$ cat src/rtl/gb_video_pkg.sv
// Shared video types and constants for the DMG-style LCD path.
// The palette helpers are only used when SCANOUT_PALETTE_EN is defined.
package gb_video_pkg;

  localparam int LCD_WIDTH   = 160;
  localparam int LCD_HEIGHT  = 144;
  localparam int VBUF_ADDR_W = 15;
  localparam int SHADE_W     = 2;

  typedef logic [SHADE_W-1:0] shade_t;

  typedef enum logic [1:0] {
    IDLE  = 2'd0,
    FETCH = 2'd1,
    DRAIN = 2'd2
  } scanout_state_t;

  localparam logic [23:0] DMG_GRAY_0 = 24'hFFFFFF;
  localparam logic [23:0] DMG_GRAY_1 = 24'hAAAAAA;
  localparam logic [23:0] DMG_GRAY_2 = 24'h555555;
  localparam logic [23:0] DMG_GRAY_3 = 24'h000000;

  // One FIFO entry: frame/line markers travel with the shade they belong to.
  typedef struct packed {
    logic        sof;
    logic        eol;
    shade_t      shade;
`ifdef SCANOUT_PALETTE_EN
    logic [23:0] rgb;
`endif
  } scan_entry_t;

  // bgp packs four 2-bit gray levels; shade s selects bits [2s+1:2s].
  function automatic shade_t bgp_lookup(input logic [7:0] bgp, input shade_t s);
    logic [7:0] shifted;
    shifted = bgp >> (2 * s);
    return shifted[1:0];
  endfunction

  function automatic logic [23:0] dmg_gray(input shade_t level);
    logic [23:0] rgb;
    case (level)
      2'd0:    rgb = DMG_GRAY_0;
      2'd1:    rgb = DMG_GRAY_1;
      2'd2:    rgb = DMG_GRAY_2;
      default: rgb = DMG_GRAY_3;
    endcase
    return rgb;
  endfunction

endpackage

$ cat src/rtl/scanout_fifo.sv
// Small synchronous FIFO with first-word-fall-through head; a push and a pop
// in the same cycle are both honoured, including when the FIFO is full.
module scanout_fifo #(
  parameter int FIFO_DEPTH = 4,
  parameter int WIDTH      = 4,
  parameter int CNT_W      = $clog2(FIFO_DEPTH) + 1
) (
  input  logic             clk,
  input  logic             reset_n,
  input  logic             push,
  input  logic [WIDTH-1:0] push_data,
  input  logic             pop,
  output logic [WIDTH-1:0] head,
  output logic             empty,
  output logic [CNT_W-1:0] count
);

  localparam int PTR_W = (FIFO_DEPTH > 1) ? $clog2(FIFO_DEPTH) : 1;

  logic [WIDTH-1:0] mem [FIFO_DEPTH];
  logic [PTR_W-1:0] wr_ptr_reg;
  logic [PTR_W-1:0] rd_ptr_reg;
  logic [CNT_W-1:0] count_reg;
  logic             full;
  logic             do_pop;

  assign empty  = (count_reg == '0);
  assign full   = (count_reg == CNT_W'(FIFO_DEPTH));
  assign do_pop = pop & ~empty;
  assign count  = count_reg;
  assign head   = mem[rd_ptr_reg];

  // Storage carries no reset; validity is tracked by count_reg alone.
  always_ff @(posedge clk) begin
    if (push) begin
      mem[wr_ptr_reg] <= push_data;
    end
  end

  always_ff @(posedge clk or negedge reset_n) begin
    if (!reset_n) begin
      wr_ptr_reg <= '0;
      rd_ptr_reg <= '0;
      count_reg  <= '0;
    end else begin
      assert (!(push && full && !do_pop));
      assert (!(pop && empty));
      if (push) begin
        wr_ptr_reg <= wr_ptr_reg + PTR_W'(1);
      end
      if (do_pop) begin
        rd_ptr_reg <= rd_ptr_reg + PTR_W'(1);
      end
      case ({push, do_pop})
        2'b10:   count_reg <= count_reg + CNT_W'(1);
        2'b01:   count_reg <= count_reg - CNT_W'(1);
        default: count_reg <= count_reg;
      endcase
    end
  end

endmodule

$ cat src/rtl/video_buffer_scanout.sv
// Reads one frame from video buffer port B in raster order and streams it out
// with credit-based prefetch. Define SCANOUT_PALETTE_EN to add bgp/pix_rgb.
module video_buffer_scanout
  import gb_video_pkg::*;
#(
  parameter int H_RES      = LCD_WIDTH,
  parameter int V_RES      = LCD_HEIGHT,
  parameter int FIFO_DEPTH = 4,
  parameter int BASE_ADDR  = 0
) (
  input  logic                   clk,
  input  logic                   reset_n,
  input  logic                   frame_start,
  output logic [VBUF_ADDR_W-1:0] rd_addr,
  output logic                   rd_en,
  input  logic [SHADE_W-1:0]     rd_data,
  output logic                   pix_valid,
  input  logic                   pix_ready,
  output logic [SHADE_W-1:0]     pix_data,
  output logic                   pix_sof,
  output logic                   pix_eol,
  output logic                   busy,
  output logic                   frame_done,
  output logic                   frame_overrun
`ifdef SCANOUT_PALETTE_EN
  ,
  input  logic [7:0]             bgp,
  output logic [23:0]            pix_rgb
`endif
);

  localparam int X_W   = (H_RES > 1) ? $clog2(H_RES) : 1;
  localparam int Y_W   = (V_RES > 1) ? $clog2(V_RES) : 1;
  localparam int CNT_W = $clog2(FIFO_DEPTH) + 1;
  localparam int OCC_W = CNT_W + 1;
  localparam logic [VBUF_ADDR_W-1:0] BASE   = VBUF_ADDR_W'(BASE_ADDR);
  localparam logic [X_W-1:0]         X_LAST = X_W'(H_RES - 1);
  localparam logic [Y_W-1:0]         Y_LAST = Y_W'(V_RES - 1);

  scanout_state_t         state_reg;
  logic [X_W-1:0]         x_reg;
  logic [Y_W-1:0]         y_reg;
  logic [VBUF_ADDR_W-1:0] addr_reg;
  logic                   inflight_reg;
  logic                   tag_sof_reg;
  logic                   tag_eol_reg;
  logic                   done_reg;
  logic                   overrun_reg;
`ifdef SCANOUT_PALETTE_EN
  logic [7:0]             bgp_reg;
`endif

  scan_entry_t            push_entry;
  scan_entry_t            head_entry;
  logic                   fifo_empty;
  logic [CNT_W-1:0]       fifo_count;

  logic                   pop;
  logic                   x_last;
  logic                   y_last;
  logic                   last_read;
  logic                   last_pop;
  logic [OCC_W-1:0]       occupancy;

  assign pop    = pix_valid & pix_ready;
  assign x_last = (x_reg == X_LAST);
  assign y_last = (y_reg == Y_LAST);

  // Slots already spoken for after this cycle: stored + arriving - leaving.
  assign occupancy = OCC_W'(fifo_count) + OCC_W'(inflight_reg) - OCC_W'(pop);
  assign rd_en     = (state_reg == FETCH) && (occupancy < OCC_W'(FIFO_DEPTH));
  assign last_read = rd_en && x_last && y_last;

  // In DRAIN no reads remain, so a lone entry with nothing in flight is the last pixel.
  assign last_pop = pop && (state_reg == DRAIN) && (fifo_count == CNT_W'(1)) && !inflight_reg;

  always_ff @(posedge clk or negedge reset_n) begin
    if (!reset_n) begin
      state_reg    <= IDLE;
      x_reg        <= '0;
      y_reg        <= '0;
      addr_reg     <= BASE;
      inflight_reg <= 1'b0;
      tag_sof_reg  <= 1'b0;
      tag_eol_reg  <= 1'b0;
      done_reg     <= 1'b0;
      overrun_reg  <= 1'b0;
`ifdef SCANOUT_PALETTE_EN
      bgp_reg      <= '0;
`endif
    end else begin
      done_reg     <= 1'b0;
      overrun_reg  <= frame_start && (state_reg != IDLE);
      inflight_reg <= rd_en;
      tag_sof_reg  <= rd_en && (x_reg == '0) && (y_reg == '0);
      tag_eol_reg  <= rd_en && x_last;

      case (state_reg)
        IDLE: begin
          if (frame_start) begin
            state_reg <= FETCH;
            x_reg     <= '0;
            y_reg     <= '0;
            addr_reg  <= BASE;
`ifdef SCANOUT_PALETTE_EN
            bgp_reg   <= bgp;
`endif
          end
        end

        FETCH: begin
          if (rd_en) begin
            if (x_last) begin
              x_reg <= '0;
              if (y_last) begin
                y_reg     <= '0;
                state_reg <= DRAIN;
              end else begin
                y_reg <= y_reg + Y_W'(1);
              end
            end else begin
              x_reg <= x_reg + X_W'(1);
            end
            addr_reg <= last_read ? BASE : addr_reg + VBUF_ADDR_W'(1);
          end
        end

        DRAIN: begin
          if (last_pop) begin
            state_reg <= IDLE;
            done_reg  <= 1'b1;
          end
        end

        default: state_reg <= IDLE;
      endcase
    end
  end

  always_comb begin
    push_entry       = '0;
    push_entry.sof   = tag_sof_reg;
    push_entry.eol   = tag_eol_reg;
    push_entry.shade = rd_data;
`ifdef SCANOUT_PALETTE_EN
    push_entry.rgb   = dmg_gray(bgp_lookup(bgp_reg, rd_data));
`endif
  end

  scanout_fifo #(
    .FIFO_DEPTH (FIFO_DEPTH),
    .WIDTH      ($bits(scan_entry_t)),
    .CNT_W      (CNT_W)
  ) u_fifo (
    .clk       (clk),
    .reset_n   (reset_n),
    .push      (inflight_reg),
    .push_data (push_entry),
    .pop       (pop),
    .head      (head_entry),
    .empty     (fifo_empty),
    .count     (fifo_count)
  );

  // Head fields are forced to zero when empty so stale storage never leaks out.
  assign pix_valid     = !fifo_empty;
  assign pix_data      = pix_valid ? head_entry.shade : '0;
  assign pix_sof       = pix_valid & head_entry.sof;
  assign pix_eol       = pix_valid & head_entry.eol;
`ifdef SCANOUT_PALETTE_EN
  assign pix_rgb       = pix_valid ? head_entry.rgb : '0;
`endif

  assign rd_addr       = addr_reg;
  assign busy          = (state_reg != IDLE);
  assign frame_done    = done_reg;
  assign frame_overrun = overrun_reg;

endmodule

$ cat config.mk
export PLATFORM = sky130hd
export DESIGN_NAME = video_buffer_scanout
export DESIGN_NICKNAME = d
export VERILOG_FILES = /design/src/rtl/gb_video_pkg.sv /design/src/rtl/scanout_fifo.sv /design/src/rtl/video_buffer_scanout.sv
export SDC_FILE = /design/constraint.sdc
export NUM_CORES = 1
export LEC_CHECK = 0
export BUFFER_PORTS_ARGS = -buffer_cell sky130_fd_sc_hd__buf_2
export CORE_MARGIN = 8
export CORE_UTILIZATION = 35
export CTS_CLUSTER_SIZE = 24
export DETAILED_ROUTE_END_ITERATION = 10
export SYNTH_ARGS = -nofsm -noshare
export SYNTH_HDL_FRONTEND = slang
export SYNTH_SLANG_ARGS = --single-unit
$ cat constraint.sdc
create_clock -name clk -period 4.85 [get_ports clk]
set_input_delay 1.2125 -clock clk [delete_from_list [all_inputs] [get_ports clk]]
set_output_delay 1.2125 -clock clk [all_outputs]
set_load 0.005 [all_outputs]
==> impl_metrics.yaml <==
routing:
  drtIter0Drc: 150
  firstDrtPassIters: 4
  drt_wl_total_um: 6890
  ant_nets: 0
  vias_per_cell: 5.29
  wl_per_cell_um: 15.2
  drc: 0
  vias: 2391
setup_path:
  crit_arrival_ns: 3.29
  critPathCaptureType: "output pin"
  cpMaxStageDelayCell: "or4b_1"
  crit_chain: "inv_1 -> ha_1 -> nor2b_1 -> nor2b_1 -> ha_1 -> inv_1 -> ha_1 -> and3b_1 -> or4b_1 -> a31o_2 -> inv_2 -> buf_2"
  slowest_delay_ns: 0.52
  cp.required_ns: 3.64
  path_max_fanout: 7
  cp_common_cell: "ha_1"
  startpoint_type: "flip-flop"
  rrSetupSlack_ns: 1.15
  worst-setup-path-type: "flip-flop to output pin"
global_routing:
  grt_pass1_vias: 2412
  antenna_found_initial: 0
  grt_pass1_wl_um: 11800
  grt_start_max_net_pins: 46
  grt_usage: 0.116
  gr-total-overflow: 0
clocking:
  clk_pin_slew_ns: 0.07
  insertion_delay_ns: 0.34
  hold_buffers: 0
  clockBufferDepth: 2
  htree_levels: 3
  cts_resized: 0
  cts_setup_buffers: 0
  cts_sinks: 61
  ctsRootBufferMaster: "clkbuf_8"
  cts_tree: "built"
  cts_buffers: 9
timing:
  tns_ns: 0
  clock_skew_ns: 0.0116
  worst-slew-pin-transition_ns: 1.04
  setup_violations: 0
  finalCriticalPeriod_ns: 4.50
  fin_crit_sh: 0.928
  final_hold_viol_count: 0
  slew_headroom: 0.305
  timing.fmax_mhz: 222
  rsz0062_at_grt: "false"
  finalMaxSlewViolations: 0
yosys:
  synth_compound_area_frac: 0.133
  synth-warning-count: 0
  syn_area_mm2: 0.00323
  synth-seq-cells: 61
  synth_nets: 322
  synth_fa_ha_area_frac: 0.0658
  yosys.area.top_type: "dfrtp_1"
  syn_avg_cell_area_um2: 10.8
  synth_seq_area_share: 0.497
  synthXorXnorAreaFrac: 0.0217
  synthDistinctLibCells: 52
  synth-async-reset-ratio: 0.738
  synth_edf_count: 16
  synthFlopType: "dfrtp_1"
  synth_top_family_by_area: "simple AND/OR/NAND/NOR gates"
  synthMuxAreaShare: 0.0341
  synth_area_leaders: "dfrtp_1 (35%), edfxtp_1 (15%), ha_1 (6.6%)"
  synth_top_area_frac: 0.349
  synth_simple_gate_area_frac: 0.210
  syn_inst: 299
power_and_ir_drop:
  peakVddDrop_v: 0.000167
  finalPower_mw: 1.92
  p_int_mw: 1.20
  p_leak_nw: 1.60
  power_frac_comb: 0.382
  p_sw_uw: 718
  p_clk_frac: 0.241
  pwr_density_cell_mw_per_mm2: 515
  switching_share: 0.374
  seqPwrFrac: 0.377
die:
  die_h_um: 112
  dieArea_mm2: 0.0126
  num_rows: 35
  start_util: 0.355
  ioPinCount: 30
  die_x_um: 112
  coreArea_mm2: 0.00911
final_layout:
  ff_latch_area_mm2: 0.00161
  fin_util: 0.409
  multi_input_comb_area_mm2: 0.00151
  syn2layout_area_growth_pct: 15.2
  diodes: 0
  final_nets: 359
  nFillCells: 893
  largest_reg_flops: 16
  top_register: "u_fifo.mem"
  drive_above_1_share: 0.194
  fin_cells: 452
status:
  status: "complete, no violations"
min_path:
  hp-class: "flip-flop to flip-flop"
placed_design:
  io_buffers: 29
  detailed_place_hpwl_um: 4860
  dp_cells: 436
  place_congestion: 0.748
run:
  maxCapViolations: 0
==> cells by family after synthesis <==
logic type | count (synthesis)
flops | 61
xor+xnor | 8
fa+ha+maj | 17
simple gates | 115
buf+inv | 29
mux | 6
compound gates | 63
==> per-layer routing <==
layer  up-vias  global-route usage  part of all wire
met5         -                   0                 0
met4         0              0.0405             0.013
met3         9              0.0413             0.050
met2        40               0.187              0.47
met1      1158               0.141              0.47
li1       1184                   -                 -
==> power by group through the flow <==
stage          clock (mW)  sequential, mW  combinational (mW)
2_1_floorplan           0           0.690               0.555
3_3_place_gp            0           0.728               0.719
3_5_place_dp            0           0.733               0.737
4_1_cts             0.478           0.725               0.742
5_1_grt             0.499           0.741               0.831
6_report            0.462           0.722               0.733
==> metrics by stage <==
stage | setup slack [ns] | area [µm²] | hold slack, ns
after detailed placement | 0.442 | 3520 | 0.485
after global placement | 0.482 | 3520 | 0.474
final | 0.348 | 3720 | 0.494
after global routing | 0.0620 | 3720 | 0.514
after CTS | 0.293 | 3720 | 0.496
after floorplan | 0.799 | 3230 | 0.455
==> Yosys cell counts (all sizes together), types with 10 or more instances <==
cell	instances
edfxtp	16
inv	19
dfrtp	45
a21oi	18
nor2b	12
nand2	20
nor2	11
o31ai	13
or4	10
ha	17
nand3	14
o21ai	16
==> worst paths after layout <==
path                                   endpoint            start  cells after the start
max                                       rd_en  u_fifo.count[1]                     12
max reg2reg                            y_reg[2]  u_fifo.count[1]                     12
min in group asynchronous  u_fifo.rd_ptr_reg[0]          reset_n                      1
min                            u_fifo.mem[0][2]      tag_eol_reg                      0
max in group asynchronous              x_reg[1]          reset_n                      1
min reg2reg                    u_fifo.mem[0][2]      tag_eol_reg                      0
==> cell usage in the layout, fill, tap and decap left out, types with 2 or more instances in the layout <==
cell type | synthesis | final
a21oi_1 | 17 | 17
a31oi_1 | 2 | 2
a32o_1 | 2 | 2
and2_1 | 6 | 6
and3_1 | 3 | 3
buf_2 | 4 | 29
buf_4 | 1 | 7
clkbuf_8 | 0 | 11
clkinv_2 | 0 | 2
dfrtp_1 | 45 | 45
edfxtp_1 | 16 | 16
ha_1 | 17 | 17
inv_1 | 18 | 18
mux2i_1 | 2 | 2
mux4_2 | 4 | 4
nand2_1 | 20 | 20
nand2b_1 | 3 | 3
nand3_1 | 14 | 14
nand4_1 | 6 | 6
nor2_1 | 11 | 11
nor2b_1 | 12 | 12
nor3_1 | 5 | 5
nor3b_1 | 2 | 2
nor4_1 | 2 | 2
o21ai_0 | 16 | 16
o22a_1 | 2 | 2
o311ai_0 | 2 | 2
o31ai_1 | 13 | 13
or2_2 | 3 | 3
or3_1 | 6 | 6
or4_1 | 10 | 10
or4b_1 | 4 | 4
xnor2_1 | 4 | 4
xor2_1 | 4 | 4
==> final cells by class <==
cell class,count,share of cell area
Sequential cell,61,0.432
Clock inverter,4,0.0128
Tap cell,111,0.0373
Multi-Input combinational cell,209,0.404
Inverter,19,0.0192
Timing Repair Buffer,36,0.0531
Clock buffer,12,0.0417
==> worst max-delay path, delay by kind of cell (launching register included) <==
family                     cells  cell delay, ns
and+or+nand+nor                4            1.24
adders and majority gates      3            0.55
DFF                            1            0.42
AOI/OAI and AO/OA              1            0.31
buffers and inverters          4            0.41
(Power assumes the default switching activity.)
